File: config.mk
export PLATFORM = sky130hd
export DESIGN_NAME = sdram_req_arbiter
export DESIGN_NICKNAME = d
export VERILOG_FILES = /design/src/rtl/sdram_req_arbiter.sv
export SDC_FILE = /design/constraint.sdc
export NUM_CORES = 1
export LEC_CHECK = 0
export ABC_AREA = 1
export BUFFER_PORTS_ARGS = -buffer_cell sky130_fd_sc_hd__buf_2
export CAP_MARGIN = 20
export CELL_PAD_IN_SITES_DETAIL_PLACEMENT = 1
export CELL_PAD_IN_SITES_GLOBAL_PLACEMENT = 1
export CORE_UTILIZATION = 36
export DETAILED_ROUTE_END_ITERATION = 10
export PLACE_DENSITY = 0.92
export SLEW_MARGIN = 20
export SYNTH_ARGS = -nofsm -noshare
export SYNTH_HDL_FRONTEND = slang
export SYNTH_SLANG_ARGS = --single-unit
File: constraint.sdc
create_clock -name sdram_clk -period 2.2 [get_ports sdram_clk]
set_input_delay 0.11 -clock sdram_clk [delete_from_list [all_inputs] [get_ports sdram_clk]]
set_output_delay 0.11 -clock sdram_clk [all_outputs]
set_load 0.01 [all_outputs]
File: src/rtl/sdram_req_arbiter.sv
// sdram_req_arbiter: grants the SDRAM command engine to refresh, read or write, one transaction at a time.
// Grant and cmd_valid rise one cycle after idle sampling; the command is held until cmd_ready. Define SDRAM_ARB_STAT_EN for per-type counters.

module sdram_req_arbiter #(
   parameter int ADDR_W       = 24,
   parameter int REF_INTERVAL = 1039,
   parameter int REF_MAX_PEND = 7
) (
   input  logic              sdram_clk,
   input  logic              rst_n,
   input  logic              init_done,
   input  logic              wr_req,
   input  logic [ADDR_W-1:0] wr_addr,
   output logic              wr_gnt,
   input  logic              rd_req,
   input  logic [ADDR_W-1:0] rd_addr,
   output logic              rd_gnt,
   output logic              cmd_valid,
   input  logic              cmd_ready,
   output logic [1:0]        cmd_type,
   output logic [ADDR_W-1:0] cmd_addr,
   input  logic              cmd_done,
   output logic              ref_overflow
`ifdef SDRAM_ARB_STAT_EN
   ,
   output logic [15:0]       stat_wr_cnt,
   output logic [15:0]       stat_rd_cnt,
   output logic [15:0]       stat_ref_cnt
`endif
);

   localparam logic [1:0] CMD_NOP     = 2'd0;
   localparam logic [1:0] CMD_WRITE   = 2'd1;
   localparam logic [1:0] CMD_READ    = 2'd2;
   localparam logic [1:0] CMD_REFRESH = 2'd3;

   localparam int TMR_W  = $clog2(REF_INTERVAL + 1);
   localparam int PEND_W = $clog2(REF_MAX_PEND + 1);
   localparam logic [TMR_W-1:0]  TMR_LAST = TMR_W'(REF_INTERVAL - 1);
   localparam logic [PEND_W-1:0] PEND_MAX = PEND_W'(REF_MAX_PEND);

   typedef enum logic [1:0] {S_INIT, S_IDLE, S_ISSUE, S_BUSY} state_t;

   state_t            state;
   logic [TMR_W-1:0]  ref_tmr;
   logic [PEND_W-1:0] ref_pend;
   logic              last_rd;
   logic              ref_wrap;
   logic              cmd_hs;
   logic              ref_taken;
   logic              pick_ref;
   logic              pick_rd;
   logic              pick_wr;

   assign ref_wrap  = (state != S_INIT) && (ref_tmr == TMR_LAST);
   assign cmd_hs    = (state == S_ISSUE) && cmd_valid && cmd_ready;
   assign ref_taken = cmd_hs && (cmd_type == CMD_REFRESH);

   // Refresh always wins; a read/write tie goes to whoever did not win last time.
   assign pick_ref = (ref_pend != '0);
   assign pick_rd  = !pick_ref && rd_req && (!wr_req || !last_rd);
   assign pick_wr  = !pick_ref && wr_req && !pick_rd;

   always_ff @(posedge sdram_clk or negedge rst_n) begin
      if (!rst_n) begin
         ref_tmr <= '0;
      end else if (state == S_INIT || ref_wrap) begin
         ref_tmr <= '0;
      end else begin
         ref_tmr <= ref_tmr + TMR_W'(1);
      end
   end

   // A wrap that coincides with a refresh handshake leaves the pending count as is.
   always_ff @(posedge sdram_clk or negedge rst_n) begin
      if (!rst_n) begin
         ref_pend     <= '0;
         ref_overflow <= 1'b0;
      end else begin
         case ({ref_wrap, ref_taken})
            2'b10: begin
               if (ref_pend == PEND_MAX) begin
                  ref_overflow <= 1'b1;
               end else begin
                  ref_pend <= ref_pend + PEND_W'(1);
               end
            end
            2'b01:   ref_pend <= ref_pend - PEND_W'(1);
            default: ref_pend <= ref_pend;
         endcase
      end
   end

   always_ff @(posedge sdram_clk or negedge rst_n) begin
      if (!rst_n) begin
         state     <= S_INIT;
         wr_gnt    <= 1'b0;
         rd_gnt    <= 1'b0;
         cmd_valid <= 1'b0;
         cmd_type  <= CMD_NOP;
         cmd_addr  <= '0;
         last_rd   <= 1'b1;
      end else begin
         case (state)
            S_INIT: begin
               if (init_done) begin
                  state <= S_IDLE;
               end
            end
            S_IDLE: begin
               if (pick_ref) begin
                  cmd_valid <= 1'b1;
                  cmd_type  <= CMD_REFRESH;
                  cmd_addr  <= '0;
                  state     <= S_ISSUE;
               end else if (pick_rd) begin
                  rd_gnt    <= 1'b1;
                  cmd_valid <= 1'b1;
                  cmd_type  <= CMD_READ;
                  cmd_addr  <= rd_addr;
                  state     <= S_ISSUE;
               end else if (pick_wr) begin
                  wr_gnt    <= 1'b1;
                  cmd_valid <= 1'b1;
                  cmd_type  <= CMD_WRITE;
                  cmd_addr  <= wr_addr;
                  state     <= S_ISSUE;
               end
            end
            S_ISSUE: begin
               if (cmd_ready) begin
                  cmd_valid <= 1'b0;
                  state     <= S_BUSY;
               end
            end
            S_BUSY: begin
               if (cmd_done) begin
                  if (cmd_type == CMD_WRITE) begin
                     last_rd <= 1'b0;
                  end else if (cmd_type == CMD_READ) begin
                     last_rd <= 1'b1;
                  end
                  wr_gnt   <= 1'b0;
                  rd_gnt   <= 1'b0;
                  cmd_type <= CMD_NOP;
                  cmd_addr <= '0;
                  state    <= S_IDLE;
               end
            end
            default: state <= S_INIT;
         endcase
      end
   end

`ifdef SDRAM_ARB_STAT_EN
   always_ff @(posedge sdram_clk or negedge rst_n) begin
      if (!rst_n) begin
         stat_wr_cnt  <= '0;
         stat_rd_cnt  <= '0;
         stat_ref_cnt <= '0;
      end else if (cmd_hs) begin
         case (cmd_type)
            CMD_WRITE:   stat_wr_cnt  <= stat_wr_cnt + 16'd1;
            CMD_READ:    stat_rd_cnt  <= stat_rd_cnt + 16'd1;
            CMD_REFRESH: stat_ref_cnt <= stat_ref_cnt + 16'd1;
            default:     stat_wr_cnt  <= stat_wr_cnt;
         endcase
      end
   end
`endif

endmodule

Word level (Yosys, flattened, before mapping)
Cells that the tools add are included.
- flip-flop bits (word level): 47
- bits of input ports: 55
- output and inout bits: 30
- word-level logic and storage cells: 95
- $add $sub $neg: 3
- equal/unequal tests: 19
- multiplexer cells: 34
- reduce and logical (&&, ||, !) cells: 29
- operator list (kind ; number):
    24-bit 2-to-1 mux ; 4
    24-bit one-hot mux with 2 select lines ; 1
    2-bit 2-to-1 mux ; 10
    2-bit inequality test (second input constant) ; 8
    11-bit by 1-bit adder with 11-bit output (second input constant) ; 1
    11-bit == test (second input constant) ; 1
    1-bit 2-to-1 mux ; 11
    11-bit 2-to-1 mux ; 1
    2-bit == test (second input constant) ; 5
    2-bit nonzero test ; 5
    3-bit AND reduction ; 3
    1-bit logical AND ; 8
    2-bit one-hot mux with 4 select lines ; 1
    4-bit AND reduction ; 2
    2-bit by 1-bit == test with 1-bit output (second input constant) ; 3
    1-bit one-hot mux with 2 select lines ; 3
    3-bit one-hot mux with 2 select lines ; 1
    5-bit AND reduction ; 1
    1-bit logical NOT ; 4
    4-bit inequality test (second input constant) ; 1
    2-bit one-hot mux with 2 select lines ; 1
    2-bit AND reduction ; 2
    3-bit by 1-bit adder with 3-bit output (second input constant) ; 1
    3-bit == test (second input constant) ; 1
    5 further kinds ; 6

Logic depth before layout (Yosys ltp)
- depth after elaboration: 10
- gate-level depth with buffers: 14

Worst setup path after synthesis
No wires, ideal clock.
- kind: reg2reg
- from: register ref_tmr[0]
- to: register ref_pend[1]
- data arrival time: 1.566 ns
- slack: 0.512 ns
- cell stages (with the launch flop): 13
- buffers on the path: 0
- cells stage by stage: dfrtp_1 inv_1 ha_1 inv_1 nor2_1 nand3_1 nor2_1 nand2_1 nand2_2 fa_1 inv_1 nand2_1 o21ai_1
- cells in the longest elaborated chain, start to end: 5
- elaborated cells between the ends (all ways): 8
- ends and longest elaborated chain (element ; RTL line ; RTL):
    start, declared ; 45 ; logic [TMR_W-1:0] ref_tmr;
    start signal, assigned ; 70 ; ref_tmr <= ref_tmr + TMR_W'(1);
    11-bit == test * ; 55 ; assign ref_wrap = (state != S_INIT) && (ref_tmr == TMR_LAST);
    1-bit logical AND * ; 55 ;
    2-bit == test / 2-bit by 1-bit == test with 1-bit output (equally long branches) ; 80 ; case ({ref_wrap, ref_taken})
    2-bit inequality test (no line) / 2-bit nonzero test (equally long branches) ; -- ;
    2-bit AND reduction (no line) ; -- ;
    end signal, assigned ; 85 ; ref_pend <= ref_pend + PEND_W'(1);
    end signal, assigned ; 88 ; 2'b01: ref_pend <= ref_pend - PEND_W'(1);
    end signal, assigned ; 89 ; default: ref_pend <= ref_pend;
    end, declared ; 46 ; logic [PEND_W-1:0] ref_pend;
Every way passes the cells marked *; elsewhere a longest branch is shown, timed or not.
A chain may end at the register's enable or synchronous reset.

Worst setup path in the final report
Same ends and word-level chain as after synthesis.

==> metrics.cfg <==
[sta]
relSlewSlack=0.557
rsz0062_at_grt=false
whs_ps=52.7
timing.final.ws_setup_ps=284
min_period_ps=1920
fmax_ghz=0.522
post-route-period-util=0.871
finalHoldViolations=0
tns_ps=0
skew_ps=5.49
setup_violations=0
tightestPinTransition_ps=663
drv_slew=0

[floorplanning]
fp-row-count=30
io_pins=85
fp.dieH_um=85.8
die_x_um=85.8
coreArea_um2=6790
start_util=0.372
fp.dieArea_um2=7360

[final_layout]
diodes=0
layout-area-overhead-vs-synth_pct=24.9
final_util=0.464
nFillCells=868
drive_gt1_frac=0.267
fin_nets=469

[drt]
drc=0
via_per_inst=5.00
routed.top_layer=met4
route.met3.wl_um=214
drt-met1-wl_um=3070
drt_iter0_markers=61
routed-wl-met2_um=3850
wirelength_um=7280
firstDrtPassIters=4
route.vias.total=2506
drtAntennaViolNets=0
wl_per_cell_um=14.5

[setup_path]
cp_slowest_cell=dfrtp_1
reg2reg_from=ref_tmr[0]$_DFF_PN0_
critPathMaxStageDelay_ps=440
critPathKind=reg2reg
startpoint=ref_tmr[0]$_DFF_PN0_
crit_chain=inv_1, ha_1, inv_1, nor2_1, nand3_1, nor2_1, nand2_1, nand2_2, fa_1, inv_1, nand2_1, o21ai_1
crit_path_max_fanout=6
critPathTopFamily=adder cells
path_buf_inv=3
startpoint_type=register
crit_arrival_ps=2140
path_common_cell=inv_1
crit_path_end_kind=register
required_ps=2420

[power]
p_sw_uw=1650
finalPower_uw=3640
ir_drop_v=0.000921
p_seq_frac=0.378
intPower_uw=1990
p_leak_uw=0.00176
switching_share=0.453
powerDensity_nw_per_um2=1150
clkPwrFrac=0.157
pwr-share-comb=0.465

[place]
hpwl_um=5360
portBuffers=84
dpl_worst_slack_ps=274
gp_congestion=0.804

[outcome]
status=finished clean

[global_routing]
grt_pass1_vias=2693
antenna_found_initial=0
grt_remaining_overflow=0
grt_pass1_wl_um=12100
grt_max_degree=29
track_usage=0.210

[yosys]
yosys_warnings=0
synthFlopType=dfrtp_1
synthCells=318
synth_nets=383
yosys.area.top_type=dfrtp_1
synth-async-reset-ratio=1.00
yosysUniqueCellTypes=27
synth-seq-cells=47
yosys-top-cells-count=77 x nand2_1, 65 x nor2_1, 46 x dfrtp_1, 24 x inv_1, 24 x o211ai_1
syn_avg_cell_area_um2=7.95
yosysMostFrequentCell=nand2_1
netlist_area_um2=2530
seq_area_frac_synth=0.466
netlist.area_leader.share=0.455
synth-edff-count=0
synth_area_leaders=dfrtp_1 46%, nand2_1 11%, nor2_1 9.7%

[clocking]
cts-root-buf=clkbuf_8
cts_resized=0
clk_latency_ps=300
clockBufferDepth=2
htree_levels=2
clk_pin_slew_ps=90
clock-sinks=47
numCtsBuffers=5
cts_tree=built

[hold_path]
holdCritPathClass=in2reg
hold_start=wr_addr[17]

[job]
max_cap_viol_count=0

registers in the layout (all words and copies together), names as in the netlist:
register,cells
ref_overflow,1
state,2
wr_gnt,1
cmd_addr,24
rd_gnt,1
last_rd,1
cmd_valid,1
ref_pend,3
ref_tmr,11
cmd_type,2
stage by stage:
| stage | instance area [um^2] | std cells |
|---|---|---|
| 6_report | 3160 | 501 |
| 3_3_place_gp | 3040 | 491 |
| 5_1_grt | 3160 | 501 |
| 3_5_place_dp | 3040 | 491 |
| 2_1_floorplan | 2530 | 318 |
| 4_1_cts | 3160 | 501 |
layer usage:
metal / vias up / GRT usage
met4: 0 / 0.0818
li1: 1199 / -
met5: - / 0
met1: 1243 / 0.256
met2: 52 / 0.368
met3: 12 / 0.0375
worst register-to-register path, delay by kind of cell (launching register included):
| kind | cells | cell delay [ps] |
|---|---|---|
| flops | 1 | 440 |
| simple gates | 6 | 560 |
| compound gates | 1 | 90 |
| fa+ha+maj | 2 | 560 |
| buf+inv | 3 | 180 |
repair_timing:
action / CTS / global route
hold endpoints to repair: 26 / 0
hold buffers: 2 / 0
setup buffers: 0 / 0
area by class of cell:
class | count | area [um^2] | area share
clock buffers | 6 | 82.6 | 0.0262
clock inverters | 2 | 16.3 | 0.00515
inverters | 27 | 101 | 0.0321
multi-input cells | 232 | 1170 | 0.370
flip-flops and latches | 47 | 1180 | 0.373
well taps | 96 | 120 | 0.0381
repair buffers | 91 | 490 | 0.155
layout by cell type, fill, tap and decap left out, types with 2 or more instances in the layout:
cell	netlist	routed
dlygate4sd3_1	0	2
nor3b_1	2	2
o21ai_0	11	11
nor3_1	10	10
nand4_1	3	3
o31ai_1	2	2
nor2_1	65	65
clkbuf_8	0	6
a21oi_1	7	7
nand2_2	4	4
dfrtp_1	46	46
buf_2	5	84
inv_2	3	3
nand2_1	77	77
ha_1	9	9
inv_1	24	24
o211ai_1	24	24
nand3_1	11	11
buf_4	2	4
path summary, 6_finish.rpt:
kind                       cells past startpoint                  endpoint  slack, ps
setup reg to reg                              12   ref_pend[1]$_DFFE_PN0P_        280
hold reg to reg                                2   cmd_addr[8]$_DFFE_PN0P_        480
setup / recovery                              12   ref_pend[1]$_DFFE_PN0P_        280
hold / removal                                 3  cmd_addr[17]$_DFFE_PN0P_         50
min in group asynchronous                      2   cmd_addr[7]$_DFFE_PN0P_        360
max in group asynchronous                      3       last_rd$_DFFE_PN1P_       1220
logic make-up (layout without fill, tap and decap cells):
kind of cell	count (synthesis)	in the layout	synth area share
and+or+nand+nor	174	174	0.285
xor gates and xnor gates	1	1	0.00347
AOI/OAI and AO/OA	47	47	0.121
DFF	47	47	0.466
adders and majority gates	10	10	0.0525
buffers and inverters	39	126	0.0723
power by group through the flow:
stage	logic, uW	clock network (uW)	registers [uW]
floorplan	1110	0	1450
global route	1910	623	1410
global placement	1600	0	1370
CTS	1700	591	1370
finish	1690	571	1370
detailed placement	1680	0	1390
(Power assumes the default switching activity.)
